--- config.mk ---
export PLATFORM = sky130hd
export DESIGN_NAME = mealy_step_fsm
export DESIGN_NICKNAME = d
export VERILOG_FILES = /design/src/rtl/mealy_step_pkg.sv /design/src/rtl/mealy_out_table.sv /design/src/rtl/mealy_step_fsm.sv
export SDC_FILE = /design/constraint.sdc
export NUM_CORES = 1
export LEC_CHECK = 0
export CELL_PAD_IN_SITES_DETAIL_PLACEMENT = 0
export CELL_PAD_IN_SITES_GLOBAL_PLACEMENT = 2
export CORE_ASPECT_RATIO = 1.75
export CORE_UTILIZATION = 35
export CTS_CLUSTER_SIZE = 24
export DETAILED_ROUTE_END_ITERATION = 12
export PLACE_DENSITY = 0.89
export SYNTH_ARGS = -nofsm -noshare
export SYNTH_HDL_FRONTEND = slang
export SYNTH_SLANG_ARGS = --single-unit
--- constraint.sdc ---
create_clock -name clk_i -period 2.1 [get_ports clk_i]
set_input_delay 0.42 -clock clk_i [delete_from_list [all_inputs] [get_ports clk_i]]
set_output_delay 0.42 -clock clk_i [all_outputs]
set_load 0.005 [all_outputs]
--- src/rtl/mealy_step_pkg.sv ---
// Shared types and helpers for the programmable increment/shift Mealy sequencer.
package mealy_step_pkg;

  typedef enum logic {
    MODE_INC = 1'b0,
    MODE_SHL = 1'b1
  } mode_e;

  // One output entry per {state, in} combination.
  function automatic int unsigned tbl_depth(input int unsigned state_w);
    return 32'd1 << (state_w + 32'd1);
  endfunction

  // 2-bit state, 2-bit output image: 000/001->11, 010->10, 011->11, 100/101->00, 110/111->10
  localparam logic [15:0] DEFAULT_TABLE = 16'hA0EF;

endpackage

--- src/rtl/mealy_out_table.sv ---
// Output lookup table: synchronous write, asynchronous reset to a fixed image,
// combinational read (a same-cycle read of the written entry returns the old value).
module mealy_out_table #(
  parameter int unsigned ADDR_W = 3,
  parameter int unsigned DATA_W = 2,
  parameter int unsigned DEPTH  = 8,
  parameter logic [DATA_W*DEPTH-1:0] RESET_IMAGE = '0
) (
  input  logic              clk_i,
  input  logic              reset_i,
  input  logic              we_i,
  input  logic [ADDR_W-1:0] waddr_i,
  input  logic [DATA_W-1:0] wdata_i,
  input  logic [ADDR_W-1:0] raddr_i,
  output logic [DATA_W-1:0] rdata_o
);

  logic [DATA_W-1:0] mem [DEPTH];

  always_ff @(posedge clk_i or posedge reset_i) begin
    if (reset_i) begin
      for (int unsigned i = 0; i < DEPTH; i++) begin
        mem[i] <= RESET_IMAGE[i*DATA_W +: DATA_W];
      end
    end else if (we_i) begin
      mem[waddr_i] <= wdata_i;
    end
  end

  assign rdata_o = mem[raddr_i];

endmodule

--- src/rtl/mealy_step_fsm.sv ---
// Programmable increment/shift Mealy sequencer with load, event flags and a
// saturating step counter; output comes from a runtime-writable table.
module mealy_step_fsm
  import mealy_step_pkg::*;
#(
  parameter int unsigned STATE_W = 2,
  parameter int unsigned OUT_W   = 2,
  parameter int unsigned CNT_W   = 8,
  parameter bit          REG_OUT = 1'b0,
  parameter logic [OUT_W*tbl_depth(STATE_W)-1:0] RESET_TABLE = DEFAULT_TABLE
) (
  input  logic               clk_i,
  input  logic               reset_i,
  input  logic               en_i,
  input  logic               in_i,
  input  logic               load_i,
  input  logic [STATE_W-1:0] load_val_i,
  input  logic               tbl_we_i,
  input  logic [STATE_W:0]   tbl_addr_i,
  input  logic [OUT_W-1:0]   tbl_data_i,
  output logic [OUT_W-1:0]   out_o,
  output logic [STATE_W-1:0] state_o,
  output logic               wrap_o,
  output logic               zero_o,
  output logic [CNT_W-1:0]   step_cnt_o
);

  localparam int unsigned DEPTH = tbl_depth(STATE_W);

  logic [STATE_W-1:0] state_q, state_d;
  logic               wrap_q, wrap_d;
  logic               zero_q, zero_d;
  logic [CNT_W-1:0]   cnt_q, cnt_d;
  logic [OUT_W-1:0]   tbl_rd;
  mode_e              mode;

  assign mode = mode_e'(in_i);

  always_ff @(posedge clk_i or posedge reset_i) begin
    if (reset_i) begin
      state_q <= '0;
      wrap_q  <= 1'b0;
      zero_q  <= 1'b0;
      cnt_q   <= '0;
    end else begin
      state_q <= state_d;
      wrap_q  <= wrap_d;
      zero_q  <= zero_d;
      cnt_q   <= cnt_d;
    end
  end

  // Load overrides a step on the same edge, so it also suppresses that step's flags.
  always_comb begin
    state_d = state_q;
    wrap_d  = 1'b0;
    zero_d  = 1'b0;
    cnt_d   = cnt_q;
    if (load_i) begin
      state_d = load_val_i;
      cnt_d   = '0;
    end else if (en_i) begin
      unique case (mode)
        MODE_INC: begin
          state_d = state_q + STATE_W'(1);
          wrap_d  = &state_q;
        end
        MODE_SHL: begin
          state_d = state_q << 1;
          zero_d  = (state_q != '0) && (state_d == '0);
        end
        default: state_d = state_q;
      endcase
      if (cnt_q != '1) begin
        cnt_d = cnt_q + CNT_W'(1);
      end
    end
  end

  mealy_out_table #(
    .ADDR_W      (STATE_W + 1),
    .DATA_W      (OUT_W),
    .DEPTH       (DEPTH),
    .RESET_IMAGE (RESET_TABLE)
  ) u_table (
    .clk_i   (clk_i),
    .reset_i (reset_i),
    .we_i    (tbl_we_i),
    .waddr_i (tbl_addr_i),
    .wdata_i (tbl_data_i),
    .raddr_i ({state_q, in_i}),
    .rdata_o (tbl_rd)
  );

  generate
    if (REG_OUT) begin : g_reg_out
      logic [OUT_W-1:0] out_q;
      always_ff @(posedge clk_i or posedge reset_i) begin
        if (reset_i) out_q <= '0;
        else         out_q <= tbl_rd;
      end
      assign out_o = out_q;
    end else begin : g_comb_out
      assign out_o = tbl_rd;
    end
  endgenerate

  assign state_o    = state_q;
  assign wrap_o     = wrap_q;
  assign zero_o     = zero_q;
  assign step_cnt_o = cnt_q;

endmodule

# Word level (Yosys, flattened, before mapping)
# Index checks and enable logic that the tools add are counted.
dict set report totals {
  register_bits 28
  in_bits 13
  wordCells 47
}
dict set report classes {
  add_sub_neg 2
  n_lt_le_gt_ge 3
  n_eq_ne 1
  muxes 18
  bitwise 3
  reduce_logical 8
}
# cell count
set op_table {}
lappend op_table {{8-bit two-way mux} 3}
lappend op_table {{16-bit bitwise mux} 1}
lappend op_table {{2-bit two-way mux} 5}
lappend op_table {{8-bit by 1-bit adder with 8-bit output, second input constant} 1}
lappend op_table {{4-bit >= comparator, second input constant} 2}
lappend op_table {{8-bit != test, second input constant} 1}
lappend op_table {{3-bit NOT with 4-bit output} 2}
lappend op_table {{2-bit binary-select mux with 3-bit select} 1}
lappend op_table {{2-bit demux with 3-bit select} 1}
lappend op_table {{1-bit two-way mux} 6}
lappend op_table {{2-bit nonzero test} 3}
lappend op_table {{4-bit by 1-bit < comparator with 1-bit output, second input constant} 1}
lappend op_table {{2-bit one-hot mux with 2 select lines} 1}
lappend op_table {{2-bit AND reduction} 2}
lappend op_table {{2-bit by 1-bit adder with 2-bit output, second input constant} 1}
lappend op_table {{1-bit logical AND} 2}
lappend op_table {{2-bit logical NOT} 1}
lappend op_table {{1-bit NOT} 1}

# Logic depth before layout (Yosys ltp)
# Gate-level depths: netlist (run 1).
dict set report depth {
  depth_word 6
  depth_mapped 6
  mapped_depth_nobuf 5
}

# Modules after synthesis
# From an unflattened synthesis (run 1), not the netlist that was laid out.
dict set report hier_totals {
  hier_cells 117
  hier_area_um2 1524.0
}
# mod instances cells_per_inst area_per_inst_um2
set modules_own_cells {}
lappend modules_own_cells {mealy_out_table 1 47 802.0}
lappend modules_own_cells {mealy_step_fsm 1 70 721.9}

# Least setup slack after synthesis (run 1)
# OpenSTA, ideal clock, no wires.
dict set report synth_path {
  path_kind {input -> output}
  start {input port in_i}
  end {output port out_o[1]}
  arrival_time_ps 1315
  t_required_ps 1680
  slack_ps 365
  stages 3
  path_cell_list {buf_6 mux4_1 mux2_2}
}
dict set report synth_between {
  elab_chain_cells 4
}
# element line_no
set synth_lines {}
lappend synth_lines {{start: declaration} mealy_step_fsm.sv:15} ;# input logic in_i,
lappend synth_lines {{3-bit NOT with 4-bit output (not written as such)} mealy_out_table.sv:30} ;# assign rdata_o = mem[raddr_i];
lappend synth_lines {{2-bit binary-select mux with 3-bit select} mealy_out_table.sv:30}
lappend synth_lines {{2-bit two-way mux (not written as such) (2 in series)} mealy_out_table.sv:30}
lappend synth_lines {{end: declaration} mealy_step_fsm.sv:21} ;# output logic [OUT_W-1:0] out_o,
# Every way passes these cells. The select of a mux whose other input is x is not followed.

# Worst setup path after layout (run 1)
dict set report layout_path {
  start {register state_q[0], in the netlist state_o[0]}
  end {output port out_o[0]}
}
dict set report layout_between {
  elab_chain_cells 4
}
# element line_no
set layout_lines {}
lappend layout_lines {{start: declaration} mealy_step_fsm.sv:30} ;# logic [STATE_W-1:0] state_q, state_d;
lappend layout_lines {{start signal: assignment} mealy_step_fsm.sv:46} ;# state_q <= state_d;
lappend layout_lines {{3-bit NOT with 4-bit output (not written as such)} mealy_out_table.sv:30}
lappend layout_lines {{2-bit binary-select mux with 3-bit select} mealy_out_table.sv:30}
lappend layout_lines {{2-bit two-way mux (not written as such) (2 in series)} mealy_out_table.sv:30}
# Every way passes these cells. The select of a mux whose other input is x is not followed.

==> key figures, run 1 <==
Run status
  – Status: complete, no violations

Synthesis
  – YS warnings: 0
  – Synth cell count leaders: dfrtp_1 (19), mux2_2 (16), dfstp_2 (9)
  – Register area share after synthesis: 0.4746
  – Avg Cell Area, Syn: 12.71 sq um
  – Post-synth net total: 134
  – Leading cell type by number of instances after synthesis: dfrtp_1
  – Syn Inst Count: 118
  – Dominant cells by area after synthesis: dfrtp_1 (32%), dfstp_2 (16%), mux2_2 (12%)
  – Synth Cell Area: 1500 sq um
  – Synth async-reset ratio: 1.000
  – Prevailing post-synth register cell: dfrtp_1
  – Top cell type by total area after synthesis: dfrtp_1
  – Number of flops mapped to enable cells by yosys: 0
  – Yosys top cell area share: 0.3169
  – Yosys cell types: 36
  – Flops & latches, synth: 28

Power and ir drop
  – Maximum VDD drop: 0.0004830 V
  – Pleak: 0.7472 nW
  – PD cells: 680.3 nW/um^2
  – Pwr Total: 1.250 mW

Worst setup path
  – Worst path required time: 1.68 ns
  – CP top delay family: multiplexers
  – Peak per-stage delay on the critical path: 0.49 ns
  – Cell Chain, Critical Path: mux4_2 -> mux2_2 -> buf_2
  – Buf/Inv on CP: 1
  – Worst Path Arrival: 1.58 ns
  – Crit. End Element: output pin
  – CP max-delay cell: mux4_2
  – WS Path Type: reg -> out
  – CP max FO: 3
  – Startpoint types: register

Clock network
  – CTS Buf Count: 3
  – Postcts setup bufs: 0
  – CTS H-tree depth: 1
  – Root Buffer: clkbuf_8
  – CTS Buffer Depth: 2
  – Worst-path clk slew: 0.09 ns
  – Clock sinks: 28
  – CTS tree: yes
  – # hold bufs at CTS: 0
  – Clk_lat worst skew: 0.27 ns

Timing
  – Setup ws final: 0.09670 ns
  – Period utilization: 0.9540
  – Final setup viols: 0
  – Tightest Pin Transition: 0.5790 ns
  – Relative slew slack: 0.6128
  – Fmax: 0.4992 GHz
  – RSZ-0062 raised after global routing: no
  – Worst clock skew: 0.006445 ns
  – Tmin final: 2.003 ns
  – Endpoints failing hold: 0
  – Max Slew Vio Count: 0

Detailed routing
  – DR pass1 iterations: 4
  – DRC errors left: 0
  – Vias: 1097
  – Starting DRT DRC Count: 33
  – DRT antenna net count: 0
  – Via density: 5.626
  – Wire length per cell: 16.64 microns
  – Routed WL: 3.244 mm

Floorplanning
  – Die area: 4563 sq um
  – Core area: 4111 sq um
  – Row Count: 31
  – Starting Density: 0.3649
  – Die W: 51.49 microns
  – IO Count: 27
  – Die H: 88.61 microns

Cells and area
  – Post-route insts no fill: 195
  – Final net count: 163
  – Layout cell share with drive strength beyond 1: 0.2945
  – Antenna diodes: 0
  – Layout Utilization: 0.4470
  – Register Area: 713.2 sq um
  – Filler cells: 416
  – Synth-to-layout area growth: 22.52%
  – Multi-input logic area: 721.9 sq um

Place
  – GP Congestion: 0.7929
  – Number of port buffers: 26
  – Placed Cells incl. Taps: 191
  – Pre-CTS setup slack: -0.5917 ns
  – Post-DP HPWL: 2.546 mm

GRT
  – Vias in the first global route: 1157
  – Gr usage total: 0.1562
  – Total gr overflow: 0
  – First-pass GRT wire length: 5.278 mm
  – Largest net degree at the start of global routing: 29
  – Initial antenna violation count: 0

Hold path
  – Hold Crit Class: in -> async

Job
  – Number of max-cap violations: 0
state kept, by name (all words and copies together) (netlist names):
name / count
zero_o: 1
u_table.mem: 16
step_cnt_o: 8
state_o: 2
wrap_o: 1
area by class of cell:
class | instances | share of cell area
inverter | 3 | 0.006127
sequential | 28 | 0.3880
clock buffer | 4 | 0.02451
multi-input combinational | 81 | 0.3928
tap | 49 | 0.03336
timing repair buffer | 30 | 0.1552
worst paths after layout:
| kind | start | to | slack (ns) | depth (start not counted) |
|---|---|---|---|---|
| hold / removal | reset_i | u_table.mem[5] | 0.51 | 3 |
| setup reg to reg | step_cnt_o[0] | step_cnt_o[0] | 0.41 | 4 |
| setup / recovery | state_o[0] | out_o[0] | 0.1 | 3 |
| min in group clk_i | u_table.mem[10] | u_table.mem[10] | 0.53 | 1 |
| hold reg to reg | u_table.mem[10] | u_table.mem[10] | 0.53 | 1 |
| max in group asynchronous | reset_i | u_table.mem[12] | 1.29 | 3 |
metal layers:
metal  track usage  up-vias  routed length (microns)
met4       0.04668        0                       57
met1        0.1474      556                     1175
met3       0.01890        7                      119
li1              -      497                        -
met5             0        -                        0
met2        0.3282       37                     1891
cells by family after synthesis:
kind of cell,synth area share
flip-flops,0.4746
AND/OR/NAND/NOR,0.1718
buffers and inverters,0.03420
AO/OA/AOI/OAI,0.06088
adder cells (fa/ha/maj),0.02502
multiplexers,0.2335
where the power goes:
group / total, mW / switching [mW] / internal (mW)
clock network: 0.291 / 0.155 / 0.136
registers: 0.702 / 0.0577 / 0.644
logic: 0.258 / 0.0955 / 0.163
total: 1.25 / 0.308 / 0.942
what timing repair did:
| action | CTS | global route |
|---|---|---|
| gates resized for setup | 14 | 2 |
| pin swaps | 0 | 0 |
| endpoints found under the setup margin | 2 | 2 |
worst register-to-register path, stage by stage (launching register included):
cell,delay (ns)
dfrtp_1,0.44
ha_1,0.29
and3_1,0.24
a21boi_1,0.27
mux2_1,0.34
placed cells by master (no fill, tap or decap), types with 3 or more instances in the layout:
| cell | netlist | final |
|---|---|---|
| inv_1 | 3 | 3 |
| buf_4 | 0 | 3 |
| nor2_1 | 3 | 3 |
| dfrtp_1 | 19 | 18 |
| nand2b_1 | 5 | 5 |
| mux2_2 | 16 | 16 |
| a21oi_1 | 3 | 3 |
| nor2b_1 | 4 | 4 |
| mux4_2 | 0 | 4 |
| a31oi_1 | 3 | 3 |
| nand4_1 | 3 | 3 |
| nand2_1 | 3 | 3 |
| dfstp_2 | 9 | 9 |
| clkdlybuf4s50_1 | 0 | 23 |
| mux2_1 | 4 | 4 |
| nor3b_1 | 3 | 3 |
| clkbuf_8 | 0 | 3 |
| nand4b_1 | 3 | 3 |
| ha_1 | 3 | 3 |
per-stage QoR:
| stage | TNS (ns) | instance area, sq um | hold slack (ns) |
|---|---|---|---|
| floorplan | 0 | 1500 | 0.4488 |
| global route | 0 | 1838 | 0.5328 |
| finish | 0 | 1838 | 0.5081 |
| CTS | 0 | 1842 | 0.5175 |
| global placement | -1.027 | 1812 | 0.4743 |
| detailed placement | -1.044 | 1812 | 0.5039 |
No activity file was read; power rests on OpenSTA's default activity.
==> run 2, diff against run 1 <==
--- a/config.mk
+++ b/config.mk
@@ -10,2 +10,3 @@
 export CORE_ASPECT_RATIO = 1.75
+export CORE_MARGIN = 4
 export CORE_UTILIZATION = 35
--- a/constraint.sdc
+++ b/constraint.sdc
@@ -3,2 +3,2 @@
 set_output_delay 0.42 -clock clk_i [all_outputs]
-set_load 0.005 [all_outputs]
+set_load 0.05 [all_outputs]
==> key figures, run 2 (synthesized netlist as in run 1, its figures left out) <==
Timing
  – Period utilization: 0.9756
  – Worst clock skew: 0.004938 ns
  – Tightest Pin Transition: 0.5474 ns
  – Endpoints failing hold: 0
  – Relative slew slack: 0.6339
  – Setup TNS: 0 ns
  – Max Slew Vio Count: 0
  – RSZ-0062 raised after global routing: yes
  – Tmin final: 2.049 ns
  – Fmax: 0.4881 GHz
  – Final setup viols: 0

Cells and area
  – Antenna diodes: 0
  – Post-route insts no fill: 196
  – Filler cells: 397
  – Final net count: 164
  – Fin area: 1859 sq um
  – Most common cell after layout, fill and taps aside: clkdlybuf4s50_1
  – Max reg flops: 16
  – Synth-to-layout area growth: 23.94%
  – Most frequent cells in the layout: clkdlybuf4s50_1 (22), dfrtp_1 (18), mux2_2 (16), dfstp_2 (9), buf_4 (6)
  – Top register by number of flip-flops: u_table.mem
  – Layout cell share with drive strength beyond 1: 0.2925

Worst setup path
  – Peak per-stage delay on the critical path: 0.54 ns
  – Crit. End Element: output pin
  – CP top delay family: multiplexers
  – R2R setup slack: 0.45 ns
  – Cell Chain, Critical Path: clkdlybuf4s15_2 -> mux4_1 -> mux2_2 -> buf_6
  – CP max-delay cell: mux4_1
  – WS Path Type: in -> out
  – R2R depth: 4
  – Buf/Inv on CP: 2
  – Worst Path Arrival: 1.63 ns
  – Startpoint types: input port
  – CP max FO: 3
  – FF-to-FF Start: step_cnt_o[0]
  – Worst path required time: 1.68 ns
  – FF-to-FF End: step_cnt_o[0]

Power and ir drop
  – Internal Power: 0.9554 mW
  – Clk pwr share: 0.216
  – Sw Ratio: 0.2798
  – Maximum VDD drop: 0.0005834 V
  – Switch Pwr: 0.3712 mW
  – Power share of the sequential group: 0.519
  – Pleak: 0.7654 nW
  – PD cells: 713.5 nW/um^2
  – Logic pwr share: 0.264

Hold path
  – Hold Crit Class: in -> async

Floorplanning
  – Die H: 94.61 microns
  – Die area: 5439 sq um
  – Core area: 4150 sq um
  – IO Count: 27
  – Die W: 57.49 microns
  – Starting Density: 0.3615
  – Row Count: 31

Clock network
  – Worst-path clk slew: 0.08 ns
  – CTS Buffer Depth: 2
  – CTS H-tree depth: 1
  – Clock sinks: 28
  – CTS Buf Count: 3
  – # hold bufs at CTS: 0
  – Root Buffer: clkbuf_8
  – CTS tree: yes
  – Clk_lat worst skew: 0.26 ns

GRT
  – Vias in the first global route: 1131
  – Gr usage total: 0.1240
  – Largest net degree at the start of global routing: 29
  – First-pass GRT wire length: 5.244 mm
  – Total gr overflow: 0
  – Initial antenna violation count: 0

Place
  – GP Congestion: 0.7976
  – Placed Area: 1813 sq um
  – Placed Cells incl. Taps: 192
  – Number of port buffers: 26
  – Post-DP HPWL: 2.378 mm

Detailed routing
  – DRT antenna net count: 0
  – Routed WL: 3.033 mm
  – DR pass1 iterations: 4
  – Vias: 1062
  – Wire length per cell: 15.47 microns
  – Via density: 5.418
  – Starting DRT DRC Count: 25
  – DRC errors left: 0

Run status
  – Status: complete, no violations

Job
  – Number of max-cap violations: 0
[run 2: cell type report]
class,instances,area [sq um],area share
clock buffer,4,45.04,0.02423
inverter,3,11.26,0.006057
multi-input combinational,81,729.5,0.3923
timing repair buffer,31,299.0,0.1608
tap,49,61.31,0.03297
sequential,28,713.2,0.3836
[run 2: worst max path at each step]
stage                     slack [ns]  cells past startpoint       start        to
after floorplan                 0.08                      3  state_o[0]  out_o[0]
after global placement         -0.31                      4        in_i  out_o[1]
after detailed placement       -0.33                      4        in_i  out_o[1]
after CTS                      0.007                      3  state_o[0]  out_o[0]
after global routing           -0.01                      3  state_o[0]  out_o[0]
final                           0.05                      4        in_i  out_o[1]
[run 2: power by group through the flow]
stage	Sequential (mW)	Clock [mW]	Combinational, mW
global route	0.704	0.330	0.380
detailed placement	0.699	0	0.344
global placement	0.693	0	0.335
CTS	0.690	0.301	0.351
finish	0.689	0.287	0.351
floorplan	0.710	0	0.216
[run 2: layer usage]
metal / track usage / vias to the layer above / part of all wire
met5: 0 / - / 0
met4: 0.05803 / 0 / 0.023
met3: 0.02189 / 6 / 0.058
met2: 0.2283 / 36 / 0.54
met1: 0.1329 / 517 / 0.38
li1: - / 503 / -
[run 2: what timing repair did]
item | in CTS | in global routing
endpoints found under the hold margin | 0 | 0
gates resized for setup | 5 | 2
setup endpoints to repair | 2 | 2
pin swaps | 0 | 0
setup buffers | 0 | 0
[run 2: worst register-to-register path: cells and delay by family, from the launching register on]
family          cells  cell delay (ns)
compound gates      1             0.25
simple gates        1             0.24
mux                 1             0.34
fa+ha+maj           1             0.28
flops               1             0.44
[run 2: per-stage QoR]
stage | util | worst slack (ns) | hold slack [ns] | total power, mW
after floorplan | - | 0.07646 | 0.4488 | 0.9252
after global placement | 0.4368 | -0.3128 | 0.4716 | 1.028
after detailed placement | 0.4368 | -0.3329 | 0.4932 | 1.043
after CTS | 0.4480 | 0.007216 | 0.5153 | 1.342
after global routing | 0.4480 | -0.01009 | 0.5293 | 1.414
final | 0.4480 | 0.05130 | 0.5108 | 1.327
==> run 3, diff against run 2 <==
Settings changed: CTS_CLUSTER_DIAMETER set to 30.
==> results of run 3 <==
Same layout as run 2: the final DEF is identical, and so are final timing and power.
